<file path="src/rtl/adder_stream_unit.sv">
// -----------------------------------------------------------------------------
// adder_stream_unit
//
// Purpose:
//   Accepts operand pairs over a valid/ready handshake and registers them in a
//   single stage-1 register. On the following edge, the WIDTH-bit sum, the
//   carry-out and the signed overflow flag are pushed into a DEPTH-entry result
//   FIFO. Results are returned in acceptance order through a valid/ready
//   output. The FIFO absorbs consumer back-pressure.
//
// Handshake semantics (both ports):
//   A transfer happens on a posedge where valid && ready are both high. Once a
//   producer raises valid, it keeps valid and its data stable until that
//   transfer happens. Ready may rise or fall freely. On the output side, the
//   unit never drops out_valid and never changes the head result without a
//   pop. On the input side, in_ready depends only on registered state.
//
// Ports:
//   clk        single clock, all state updates on posedge
//   reset      synchronous, active-high
//   in_valid   operand pair present on in_a/in_b
//   in_ready   unit can accept an operand pair this cycle
//   in_a/in_b  unsigned operands, WIDTH bits
//   out_valid  result at FIFO head is available
//   out_ready  consumer takes the head result this cycle
//   out_sum    (in_a + in_b) mod 2^WIDTH of the head entry
//   out_carry  carry-out of the head entry
//   out_ovf    signed overflow flag of the head entry
//   count      number of results held in the FIFO
// -----------------------------------------------------------------------------
module adder_stream_unit #(
    parameter int WIDTH = 32,
    parameter int DEPTH = 4
) (
    input  logic                     clk,
    input  logic                     reset,
    input  logic                     in_valid,
    output logic                     in_ready,
    input  logic [WIDTH-1:0]         in_a,
    input  logic [WIDTH-1:0]         in_b,
    output logic                     out_valid,
    input  logic                     out_ready,
    output logic [WIDTH-1:0]         out_sum,
    output logic                     out_carry,
    output logic                     out_ovf,
    output logic [$clog2(DEPTH):0]   count
);

    localparam int PW = $clog2(DEPTH);
    localparam int CW = PW + 1;
    localparam int EW = WIDTH + 2;   // {ovf, carry, sum}

    // Stage-1 operand register
    logic             r_s1_valid;
    logic [WIDTH-1:0] r_s1_a;
    logic [WIDTH-1:0] r_s1_b;

    // Result FIFO
    logic [EW-1:0]    r_mem [DEPTH];
    logic [PW-1:0]    r_wr_ptr;
    logic [PW-1:0]    r_rd_ptr;
    logic [CW-1:0]    r_count;

    logic [WIDTH:0]   w_add;
    logic             w_ovf;
    logic             w_accept;
    logic             w_push;
    logic             w_pop;
    logic [CW-1:0]    w_occupancy;
    logic [EW-1:0]    w_head;

    // Adder on the stage-1 operands. Overflow: operands share a sign bit and
    // the sum's sign bit differs from it.
    assign w_add = {1'b0, r_s1_a} + {1'b0, r_s1_b};
    assign w_ovf = (r_s1_a[WIDTH-1] == r_s1_b[WIDTH-1]) &&
                   (w_add[WIDTH-1] != r_s1_a[WIDTH-1]);

    // Credit: results already buffered plus the one in stage 1 must leave a
    // free slot. Because of this, the stage-1 push can never find the FIFO
    // full, and push needs no stall path.
    assign w_occupancy = r_count + CW'(r_s1_valid);
    assign in_ready    = (w_occupancy < CW'(DEPTH));

    assign w_accept    = in_valid && in_ready;
    assign w_push      = r_s1_valid;
    assign out_valid   = (r_count != '0);
    assign w_pop       = out_valid && out_ready;

    // Head outputs are forced to zero while empty. Stale storage is therefore
    // never visible after reset.
    assign w_head      = r_mem[r_rd_ptr];
    assign out_sum     = out_valid ? w_head[WIDTH-1:0] : '0;
    assign out_carry   = out_valid ? w_head[WIDTH]     : 1'b0;
    assign out_ovf     = out_valid ? w_head[WIDTH+1]   : 1'b0;
    assign count       = r_count;

    // Stage 1: a new accept reloads the register. Otherwise the valid flag
    // clears on the edge where the previous pair is pushed.
    always_ff @(posedge clk) begin
        if (reset) begin
            r_s1_valid <= 1'b0;
            r_s1_a     <= '0;
            r_s1_b     <= '0;
        end else begin
            r_s1_valid <= w_accept;
            if (w_accept) begin
                r_s1_a <= in_a;
                r_s1_b <= in_b;
            end
        end
    end

    // FIFO storage is not reset. Only the pointers and count define its
    // contents.
    always_ff @(posedge clk) begin
        if (w_push) begin
            r_mem[r_wr_ptr] <= {w_ovf, w_add};
        end
    end

    // Pointers wrap naturally because DEPTH is a power of two.
    always_ff @(posedge clk) begin
        if (reset) begin
            r_wr_ptr <= '0;
            r_rd_ptr <= '0;
            r_count  <= '0;
        end else begin
            if (w_push) begin
                r_wr_ptr <= r_wr_ptr + PW'(1);
            end
            if (w_pop) begin
                r_rd_ptr <= r_rd_ptr + PW'(1);
            end
            case ({w_push, w_pop})
                2'b10:   r_count <= r_count + CW'(1);
                2'b01:   r_count <= r_count - CW'(1);
                default: r_count <= r_count;
            endcase
        end
    end

endmodule

</file>
<file path="config.mk">
export PLATFORM = sky130hd
export DESIGN_NAME = adder_stream_unit
export DESIGN_NICKNAME = d
export VERILOG_FILES = /design/src/rtl/adder_stream_unit.sv
export SDC_FILE = /design/constraint.sdc
export NUM_CORES = 1
export LEC_CHECK = 0
export ABC_AREA = 0
export CORE_MARGIN = 2
export CORE_UTILIZATION = 45
export CTS_CLUSTER_DIAMETER = 150
export DETAILED_ROUTE_END_ITERATION = 8
export PLACE_DENSITY = 0.63
export REMOVE_ABC_BUFFERS = 1
export SYNTH_ARGS = -nofsm -noshare
export SYNTH_HDL_FRONTEND = slang
export SYNTH_SLANG_ARGS = --single-unit
</file>
<file path="constraint.sdc">
create_clock -name clk -period 3.1 [get_ports clk]
set_input_delay 0.465 -clock clk [delete_from_list [all_inputs] [get_ports clk]]
set_output_delay 0.465 -clock clk [all_outputs]
set_load 0.005 [all_outputs]
</file>
# --- After elaboration in Yosys (flattened, before gate mapping) ---
# Memories as Yosys holds them, arrays and structs flattened. A register that Yosys moved wholly into a read port is not among the register bits.
# Index checks and enable logic that the tools add are counted.
classes:
  eq_ne: 4
  order_cmp: 1
  n_reduce_logical: 5
  add_sub_neg: 6
  mux: 8
ops:
  columns: ["op", "count"]
  rows:
  - ["$add A32 B32 Y33", 1]
  - ["$mux W32", 1]
  - ["$pmux W3 S2", 1]
  - ["$add A2 B1 Y2 const B", 2]
  - ["$mux W1", 4]
  - ["$mux W2", 2]
  - ["$add A3 B1 Y3", 1]
  - ["$add A3 B1 Y3 const B", 1]
  - ["$logic_and A1 B1 Y1", 3]
  - ["$lt A3 B3 Y1 const B", 1]
  - ["$reduce_bool A3 Y1", 1]
  - ["$sub A3 B1 Y3 const B", 1]
  - ["$eq A2 B1 Y1 const B", 1]
  - ["$eq A2 B2 Y1 const B", 1]
  - ["$reduce_bool A2 Y1", 1]
  - ["$eq A1 B1 Y1", 1]
  - ["$ne A1 B1 Y1", 1]
word_totals:
  output_inout_bits: 39
  n_memories: 1
  ramBits: 136
  regBits: 72
  inputBits: 68
  wordCells: 31
memory_table:
  columns: ["name", "words", "word_bits", "rd", "rd_clocked_by_memory_dff", "wr", "line", "rtl"]
  rows:
  - ["r_mem", 4, 34, 1, 1, 1, "59", "logic [EW-1:0] r_mem [DEPTH];"]

# --- Longest topological paths before layout ---
depth:
  depth_word: 4
  ltp_mapped: 10
  ltp_nobuf: 10

# --- Worst setup path before layout ---
# No wires, ideal clock.
synth_path:
  kind: "reg2reg"
  start: "register r_s1_a[0]"
  end: "memory r_mem[0][32] (netlist bit) (data pin)"
  slack_ns: 0.407
  period_less_slack_ns: 2.693
  required_ns: 2.837
  setup_time_ns: 0.263
  arrival_time_ns: 2.430
  stages_incl_launch_ff: 11
  path_buffers: 0
  path_cell_list: "dfxtp_1 ha_1 fa_1 a21oi_1 nand4b_1 a21oi_1 o41a_1 a21o_1 a21oi_1 o21ai_0 a21o_1"
synth_between:
  elab_chain_cells: 1
synth_lines:
  columns: ["item", "line", "rtl"]
  rows:
  - ["start: declaration", "55", "logic [WIDTH-1:0] r_s1_a;"]
  - ["start signal: assignment", "107", "r_s1_a <= in_a;"]
  - ["$add A32 B32 Y33", "74", "assign w_add = {1'b0, r_s1_a} + {1'b0, r_s1_b};"]
  - ["net w_add[32]", "64", "logic [WIDTH:0] w_add;"]
  - ["end: declaration", "59", null]
# The timed path passes the listed nets, and every way through them passes these cells.

# --- Final worst setup path ---
# Ends and elaborated chain as after synthesis.

==> metrics.yaml <==
hold_path:
  hp-class: "reg -> reg"
  min_from: "r_s1_a[24]"
  holdPathStages: 2
  whs_endpoint: "r_s1_a[24]"
timing:
  whs_ns: 0.464
  tightest_slew_ns: 1.27
  slew_headroom_pct: 15.3
  drv_slew: 0
  fin_skew_ns: 0.0126
  setup_viol: 0
  hold_violations: 0
  fin_crit_ns: 2.94
  fin_tns_setup_ns: 0
  min_period_over_period_pct: 94.8
  max_freq_mhz: 340
cells_and_area:
  final_nets: 986
  n_antenna_cell: 0
  drive_above_1_share_pct: 9.62
  fin_util_pct: 55.0
  syn2layout_area_growth_pct: 21.3
setup_path:
  critPathMaxFanout: 4
  r2r_end: "r_mem[0][32]"
  r2r_cells: 10
  worstPathRequired_ns: 3.33
  arrival_ns: 3.17
  cp_slowest_cell: "fa_1"
  crit_family: "compound AO/OA/AOI/OAI gates"
  crit_buf_inv: 0
  r2r_start: "r_s1_a[0]"
  criticalPathCategory: "reg -> reg"
  r2r_setup_slack_ns: 0.16
  critPathMaxStageDelay_ns: 0.45
  end_kind: "flop"
  path_cells: "ha_1, fa_1, a21oi_2, nand4b_1, a21oi_1, o41a_1, a21o_1, a21oi_2, o21ai_0, a21o_1"
  start_kind: "flop"
global_routing:
  grt_usage_pct: 17.8
  grt_max_degree: 74
  grt_pass1_vias: 6300
  grt_pass1_wl_mm: 31.5
  grt.overflow.total: 0
  antenna_found_initial: 0
synthesis:
  ys_ff_latch: 210
  synth_ff_type: "edfxtp_1"
  async_flop_share_pct: 0
  netlist-cell-type-count: 49
  syn_avg_cell_area_um2: 12.1
  syn_inst: 780
  synth_edf_count: 136
  ys_seq_area_share_pct: 58.9
  syn-cell-area_um2: 9450
  synth_warnings: 0
cts:
  cts_inserted_buffers: 22
  ctsResizeCount: 0
  cts_max_level: 1
  clk_pin_slew_worst_paths_ns: 0.06
  clk_latency_ns: 0.50
  ctsHoldBuffers: 0
  post-cts-setup-buffers: 0
  clockBufferDepth: 3
  clock-sinks: 210
  cts_tree: "yes"
  cts_root_buf: "clkbuf_16"
floorplanning:
  dieArea_um2: 22200
  rows: 53
  pin_count: 107
  fp.dieW_um: 149
  dieHeight_um: 149
  core_area_um2: 20800
  initial_core_util_pct: 45.4
drt:
  wl_per_cell_um: 16.6
  drc: 0
  ant_nets: 0
  routed_via_density: 5.26
  dr.pass1.iters: 6
  num_vias: 6150
  wirelength_mm: 19.4
  dr.first_iter.drc_count: 377
power_and_ir_drop:
  power.density_nw_per_um2: 706
  irDropWorstVdd_mv: 0.360
  p_leak_nw: 4.23
run:
  cap_viol_max_count: 0
place:
  gp_congestion: 0.829
  dpl.hpwl_mm: 13.0
  port_buffers: 106
outcome:
  status: "finished clean"
Yosys cell counts (5+ instances only):
cell      count  area share [%]
nor2_1       26             1.0
mux4_2       34             8.1
a21o_1       15             1.2
a21oi_1      96             5.1
inv_1        10            0.40
nand2_1     145             5.8
edfxtp_1    136              43
and2_1       41             2.7
nand4_1       5            0.33
and3_1        7            0.46
nor3_1        5            0.26
ha_1         37             4.9
xor2_1       13             1.2
nand3_1       5            0.26
clkbuf_1     34             1.4
xnor2_1      20             1.9
dfxtp_1      74              16
buf_1         5            0.20
o21ai_0      15            0.79
tightest hold or removal path: stages, from the launching register on:
cell and delay [ns]:
dfxtp_1 0.31, nand2_1 0.05, a21oi_1 0.05
routing by layer:
layer / global-route usage [%] / vias up / part of all wire (%)
li1: - / 3038 / -
met1: 24.7 / 2957 / 47
met2: 30.0 / 134 / 48
met3: 2.14 / 21 / 3.6
met4: 4.57 / 0 / 1.6
met5: 0 / - / 0
power breakdown:
| part | internal, mW | switching [mW] |
|---|---|---|
| clock network | 1.41 | 1.00 |
| registers | 3.32 | 0.105 |
| logic | 1.17 | 1.09 |
cells by family (layout without fill, tap and decap cells):
family	count (synthesis)	after routing	synth area share, %
simple gates	250	250	12.0
flops	210	210	58.9
compound gates	158	158	10.0
buf+inv	52	166	2.11
fa+ha+maj	39	39	5.32
mux	38	38	8.58
xor+xnor	33	33	3.06
cell type report:
cell class | instances | area (um^2)
Clock buffer | 33 | 633
Clock inverter | 6 | 31.3
Fill cell | 1771 | 9360
Inverter | 10 | 37.5
Multi-Input combinational cell | 518 | 3700
Sequential cell | 210 | 5570
Tap cell | 275 | 344
Timing Repair Buffer | 117 | 1150
cell usage in the layout (no fill, tap or decap), drive strengths merged, types with 3 or more instances in the layout:
| master | count |
|---|---|
| o21a | 3 |
| nand2b | 3 |
| a31oi | 5 |
| and3 | 7 |
| nand2 | 145 |
| clkdlybuf4s50 | 105 |
| nor2b | 4 |
| a21oi | 97 |
| mux4 | 34 |
| xor2 | 13 |
| edfxtp | 136 |
| ha | 37 |
| xnor2 | 20 |
| nand3 | 5 |
| nand4 | 5 |
| clkbuf | 33 |
| and2 | 41 |
| nor2 | 26 |
| a211oi | 3 |
| o211ai | 4 |
| a21o | 15 |
| nor3 | 5 |
| o21ai | 15 |
| dfxtp | 74 |
| mux2i | 3 |
| clkinv | 4 |
| or3 | 4 |
| buf | 12 |
| inv | 10 |
worst max path at each step:
stage | start | end | slack, ns | cells past startpoint
floorplan | flop | out_carry | 0.30 | 2
global placement | r_s1_a[0] | r_mem[0][32] | 0.11 | 10
detailed placement | r_s1_a[0] | r_mem[0][32] | 0.08 | 10
CTS | r_s1_a[0] | r_mem[3][32] | 0.009 | 10
global route | r_s1_a[0] | r_mem[0][32] | -0.01 | 10
finish | r_s1_a[0] | r_mem[0][32] | 0.16 | 10
stage by stage:
stage	worst slack (ns)	std cells	power, mW	area [um^2]
6_report	0.161	1169	8.09	11500
5_1_grt	-0.0121	1169	8.53	11500
4_1_cts	0.00899	1169	8.20	11500
3_5_place_dp	0.0781	1130	5.78	10800
3_3_place_gp	0.107	1130	5.71	10800
2_1_floorplan	0.303	738	4.74	9290
registers in the layout, indices dropped and copies added, names as in the netlist, named ones only:
name        flops
r_s1_a         32
r_s1_b         32
r_s1_valid      1
r_wr_ptr        2
r_mem         136
count           3
r_rd_ptr        2
No activity file was read; power rests on OpenSTA's default activity.
